### src/rtl/led_frame_scheduler.sv
// led_frame_scheduler
// Double-buffered 16x16 red/green frame store between game logic and the LED
// display driver. Pixel writes and clears go to the back buffer. Buffers swap
// only on a display frame wrap, so the panel never shows a torn frame. The block
// also produces the driver's row-advance enable and mirrors the scanned row.
// Optional build macro: LED_TEST_PATTERN_EN adds a test_pat input that overrides
// the pixel outputs with a fixed checkerboard.
module led_frame_scheduler #(
   parameter int TICK_DIV    = 4,
   parameter int DRV_FREQDIV = 0
) (
   input  logic              CLK,
   input  logic              RST,
   input  logic              wr_en,
   input  logic [3:0]        wr_row,
   input  logic [3:0]        wr_col,
   input  logic              wr_red,
   input  logic              wr_grn,
   output logic              wr_ready,
   input  logic              clr,
   input  logic              swap_req,
   output logic              swap_ack,
   output logic              busy,
   output logic              scan_en,
   output logic [3:0]        row_sel,
   output logic              frame_tick,
`ifdef LED_TEST_PATTERN_EN
   input  logic              test_pat,
`endif
   output logic [15:0][15:0] red_pixels,
   output logic [15:0][15:0] grn_pixels
);

   localparam int DW = (TICK_DIV > 1) ? $clog2(TICK_DIV) : 1;
   localparam int SW = DRV_FREQDIV + 4;
   localparam logic [DW-1:0] DIV_LAST  = DW'(TICK_DIV - 1);
   localparam logic [SW-1:0] SCAN_LAST = {SW{1'b1}};
   localparam logic [15:0]   ROW_ZERO  = 16'h0000;

   localparam logic [1:0] ST_IDLE      = 2'd0;
   localparam logic [1:0] ST_CLEARING  = 2'd1;
   localparam logic [1:0] ST_SWAP_WAIT = 2'd2;

   logic [DW-1:0]              div_cnt_q;
   logic [SW-1:0]              scan_cnt_q;
   logic                       scan_en_q;
   logic                       frame_tick_q;
   logic                       frame_end_s;

   logic [1:0]                 state_q, state_d;
   logic [3:0]                 clr_row_q, clr_row_d;
   logic                       front_sel_q, front_sel_d;
   logic                       swap_ack_q, swap_ack_d;
   logic [1:0][15:0][15:0]     red_q, red_d;
   logic [1:0][15:0][15:0]     grn_q, grn_d;
   logic                       back_s;

   // A frame ends on the scan pulse that wraps the scan counter.
   assign frame_end_s = scan_en_q & (scan_cnt_q == SCAN_LAST);
   assign back_s      = ~front_sel_q;

   // Scan timing: divider, row-advance enable, scan counter and frame tick.
   always_ff @(posedge CLK) begin
      if (RST) begin
         div_cnt_q    <= {DW{1'b0}};
         scan_en_q    <= 1'b0;
         scan_cnt_q   <= {SW{1'b0}};
         frame_tick_q <= 1'b0;
      end else begin
         div_cnt_q    <= (div_cnt_q == DIV_LAST) ? {DW{1'b0}} : div_cnt_q + DW'(1);
         scan_en_q    <= (div_cnt_q == DIV_LAST);
         scan_cnt_q   <= scan_cnt_q + SW'(scan_en_q);
         frame_tick_q <= frame_end_s;
      end
   end

   // Next-state logic for the control FSM and both frame buffers.
   always_comb begin
      state_d     = state_q;
      clr_row_d   = clr_row_q;
      front_sel_d = front_sel_q;
      swap_ack_d  = 1'b0;
      red_d       = red_q;
      grn_d       = grn_q;
      case (state_q)
         ST_IDLE: begin
            if (clr) begin
               // Clear wins over a same-cycle write and swap request.
               state_d   = ST_CLEARING;
               clr_row_d = 4'd0;
            end else begin
               if (wr_en) begin
                  red_d[back_s][wr_row][wr_col] = wr_red;
                  grn_d[back_s][wr_row][wr_col] = wr_grn;
               end else begin
                  red_d = red_q;
               end
               if (swap_req) begin
                  state_d = ST_SWAP_WAIT;
               end else begin
                  state_d = ST_IDLE;
               end
            end
         end
         ST_CLEARING: begin
            red_d[back_s][clr_row_q] = ROW_ZERO;
            grn_d[back_s][clr_row_q] = ROW_ZERO;
            if (clr_row_q == 4'd15) begin
               state_d = ST_IDLE;
            end else begin
               clr_row_d = clr_row_q + 4'd1;
            end
         end
         ST_SWAP_WAIT: begin
            // Only a frame end seen while already waiting may swap.
            if (frame_end_s) begin
               front_sel_d = ~front_sel_q;
               swap_ack_d  = 1'b1;
               state_d     = ST_IDLE;
            end else begin
               state_d = ST_SWAP_WAIT;
            end
         end
         default: begin
            state_d = ST_IDLE;
         end
      endcase
   end

   // Control state and frame storage registers.
   always_ff @(posedge CLK) begin
      if (RST) begin
         state_q     <= ST_IDLE;
         clr_row_q   <= 4'd0;
         front_sel_q <= 1'b0;
         swap_ack_q  <= 1'b0;
         red_q       <= '0;
         grn_q       <= '0;
      end else begin
         state_q     <= state_d;
         clr_row_q   <= clr_row_d;
         front_sel_q <= front_sel_d;
         swap_ack_q  <= swap_ack_d;
         red_q       <= red_d;
         grn_q       <= grn_d;
      end
   end

   // Pixel planes come straight from the front buffer (optionally overridden).
   always_comb begin
`ifdef LED_TEST_PATTERN_EN
      if (test_pat) begin
         for (int r = 0; r < 16; r++) begin
            for (int c = 0; c < 16; c++) begin
               red_pixels[r][c] = ~(r[0] ^ c[0]);
               grn_pixels[r][c] = r[0] ^ c[0];
            end
         end
      end else begin
         red_pixels = red_q[front_sel_q];
         grn_pixels = grn_q[front_sel_q];
      end
`else
      red_pixels = red_q[front_sel_q];
      grn_pixels = grn_q[front_sel_q];
`endif
   end

   assign wr_ready   = (state_q == ST_IDLE);
   assign busy       = (state_q != ST_IDLE);
   assign swap_ack   = swap_ack_q;
   assign scan_en    = scan_en_q;
   assign frame_tick = frame_tick_q;
   assign row_sel    = scan_cnt_q[DRV_FREQDIV+3 -: 4];

endmodule
### config.mk
export PLATFORM = sky130hd
export DESIGN_NAME = led_frame_scheduler
export DESIGN_NICKNAME = d
export VERILOG_FILES = /design/src/rtl/led_frame_scheduler.sv
export SDC_FILE = /design/constraint.sdc
export NUM_CORES = 2
export LEC_CHECK = 0
export BUFFER_PORTS_ARGS = -buffer_cell sky130_fd_sc_hd__buf_2
export CORE_ASPECT_RATIO = 1.75
export CORE_MARGIN = 8
export CORE_UTILIZATION = 41
export CTS_BUF_LIST = sky130_fd_sc_hd__clkbuf_8
export DETAILED_ROUTE_END_ITERATION = 12
export PLACE_DENSITY = 0.56
export SYNTH_ARGS = -nofsm -noshare
export SYNTH_HDL_FRONTEND = slang
export SYNTH_SLANG_ARGS = --single-unit
export TNS_END_PERCENT = 50
### constraint.sdc
create_clock -name CLK -period 2.9 [get_ports CLK]
set_input_delay 0.435 -clock CLK [delete_from_list [all_inputs] [get_ports CLK]]
set_output_delay 0.435 -clock CLK [all_outputs]
set_load 0.02 [all_outputs]
==> metrics.yaml <==
ant_nets: 0
cts.reportedPaths.clkPinSlew_ns: 0.06
cts_tree: "done"
maxCapViolations: 0
final_layout_size_suffix_gt1_frac: 0.368
ys_seq_elements: 1040
fmax_mhz: 340
drt_iter0_drc: 4235
vias: 39400
nets: 4672
stdcell_count: 6123
rows: 157
syn_avg_cell_area_um2: 10.5
max-vdd-ir-drop_v: 0.000468
skew_ns: 0.0257
hold_path_class: "input port to register"
reg2reg_depth: 6
synth-main-ff-cell: "dfxtp_1"
antenna_found_initial: 19
start_util: 0.412
die_area_um2: 116000
worstMarginPinSlew_ns: 0.916
setup_tns_ns: -0.603
slew_headroom: 0.387
wl_met3_um: 19200
totalWireLength_um: 213000
track_usage: 0.350
r2r_slack_ns: 0.26
start_kind: "register"
p_comb_frac: 0.039
grt_pass1_vias: 38100
hold_start: "wr_row[0]"
dp_hpwl_um: 143000
slowest_delay_ns: 0.45
worst_hold_path.num_cells: 3
critical-path-top-delay-family: "buffers and inverters"
cp_cell_sequence: "buf_12, buf_16, buf_16, mux2_2, buf_2"
rsz0062_at_grt: "true"
reg2reg_to: "red_q[169]"
cts_root_buf: "clkbuf_8"
ys_seq_area_frac: 0.486
clkLatencyLatePin_ns: 0.90
final_cell_mix: "dfxtp_1 (1039), buf_2 (480), mux2_2 (436)"
die_width_um: 260
firstDrtPassIters: 6
place_inst: 5808
htree_num_levels: 4
gp_congestion: 1.00
finalCritPeriodShare: 1.01
p_leak_nw: 21.7
hold_violations: 0
synth_cell_type_count: 59
wl_per_cell_um: 34.7
switching_power_mw: 6.89
fillerInstances: 9610
critPathBufInv: 4
crit_slowest_cell: "dfxtp_4"
setup_viol: 33
layout_commonest_cell: "dfxtp_1"
viasPerCell: 6.44
endpoint_kind: "output port"
min_period_ns: 2.94
clock-sinks: 1040
syn2layout_area_growth_pct: 24.2
status: "complete, but fails checks"
synth_edf_count: 0
p_int_mw: 21.0
crit_fanout: 24
pwr-share-clk: 0.448
numCtsBuffers: 156
yosys_warnings: 0
pwr-share-seq: 0.513
synth_nets: 4089
violations: "negative setup slack"
arrival_ns: 2.50
core_um2: 104000
holdPathEnd: "red_q[415]"
grt_max_degree: 47
worstSetupPathType: "register to output port"
drc_errors: 0
grt.overflow.total: 0
wirelength_met1_um: 81000
die_y_um: 444
cts.path.max_buffers: 3
synthCells: 4067
num_io_pins: 536
wl_met2_um: 95700
crit_path_frequent_cell: "buf_16"
rr_startpoint: "state_q[1]"
powerDensity_nw_per_um2: 524
grt_pass1_wl_um: 291000
port_buffers: 535
utilization: 0.511
slew_viol_final: 0
finalWorstSetupSlack_ns: -0.0376
swShare: 0.247
netlist_area_um2: 42800
synth-async-reset-ratio: 0
highest_layer: "met5"
cp_data_required_time_ns: 2.47
[cell usage after synthesis, types with 11 or more instances]
| library cell | count | area, um^2 |
|---|---|---|
| a22o_1 | 429 | 3760 |
| mux2_2 | 508 | 5720 |
| nand2_1 | 155 | 582 |
| a31o_2 | 11 | 96.3 |
| a21oi_1 | 361 | 1810 |
| o21ai_0 | 209 | 1050 |
| inv_1 | 12 | 45.0 |
| o211ai_1 | 206 | 1550 |
| and3_1 | 23 | 144 |
| a31oi_1 | 11 | 68.8 |
| nand2b_1 | 13 | 81.3 |
| nor2_1 | 49 | 184 |
| nor3_2 | 13 | 130 |
| dfxtp_1 | 1040 | 20800 |
| buf_2 | 60 | 300 |
| a32o_1 | 102 | 1020 |
| nor3_1 | 25 | 125 |
| clkbuf_1 | 380 | 1430 |
| nand3_1 | 27 | 135 |
| nor3_4 | 13 | 211 |
| nor2b_1 | 12 | 75.1 |
| or3_1 | 14 | 87.6 |
| o2bb2ai_1 | 259 | 2270 |
| o21ai_1 | 11 | 55.1 |
[tightest hold or removal path, stage by stage]
cell     delay [ns]
buf_2          0.21
nand3_1        0.17
o31ai_1        0.10
[worst max-delay path by stage]
stage,start,to,cells past startpoint,slack [ns]
after floorplan,front_sel_q,grn_pixels[244],5,0.54
after global placement,clr,red_q[171],7,0.09
after detailed placement,clr,red_q[169],7,0.11
after CTS,front_sel_q,red_pixels[117],5,-0.14
after global routing,front_sel_q,grn_pixels[36],5,-0.08
final,front_sel_q,red_pixels[34],5,-0.04
[routing by layer]
layer  GRT usage  vias up
li1            -    16700
met3      0.0838      621
met2       0.548     2393
met1       0.425    19700
met4       0.232        8
met5           0        -
[through the flow]
stage | setup slack (ns) | hold WS [ns] | instance area, um^2 | power [mW]
detailed placement | 0.105 | 0.421 | 48800 | 15.7
floorplan | 0.536 | 0.408 | 42800 | 15.2
CTS | -0.137 | 0.0153 | 52800 | 27.9
global route | -0.0832 | 0.0777 | 53200 | 28.6
finish | -0.0376 | 0.0980 | 53200 | 27.9
global placement | 0.0950 | 0.415 | 48800 | 15.7
[area by class of cell]
type	instances	area (um^2)	share of cell area
clock buffers	200	2750	0.0517
repair buffers	880	6610	0.124
multi-input cells	2560	20900	0.392
inverters	12	45.0	0.000847
diodes	9	22.5	0.000423
well taps	1351	1690	0.0318
clock inverters	71	400	0.00753
flip-flops and latches	1040	20800	0.391
[state kept, by name, summed over array words and instances, names as in the netlist]
| register | flops |
|---|---|
| swap_ack | 1 |
| scan_en | 1 |
| front_sel_q | 1 |
| grn_q | 512 |
| div_cnt_q | 2 |
| red_q | 512 |
| clr_row_q | 4 |
| row_sel | 4 |
| state_q | 2 |
| frame_tick | 1 |
[kinds of logic (layout without fill, tap and decap cells)]
kind of cell,after synthesis,after routing,share of synthesized area
xor gates and xnor gates,4,4,0.000818
AOI/OAI and AO/OA,1651,1651,0.284
other,0,9,0
and+or+nand+nor,387,387,0.0493
muxes,511,511,0.134
adders and majority gates,7,7,0.00204
DFF,1040,1040,0.486
buffers and inverters,467,1163,0.0437
[repair_timing]
action | in CTS | in global routing
resized for setup | 121 | 79
hold buffers | 1 | 0
setup endpoints to repair | 465 | 231
endpoints found under the hold margin | 1 | 0
setup buffers | 10 | 10
cloned | 14 | 1
[power by group through the flow]
| stage | Clock, mW | Sequential (mW) | Combinational [mW] |
|---|---|---|---|
| finish | 12.5 | 14.3 | 1.08 |
| global route | 13.2 | 14.3 | 1.12 |
| CTS | 12.6 | 14.3 | 1.05 |
| detailed placement | 0 | 14.6 | 1.05 |
| global placement | 0 | 14.6 | 1.04 |
| floorplan | 0 | 14.6 | 0.596 |
Note: power is estimated with default switching activity, not from simulation.
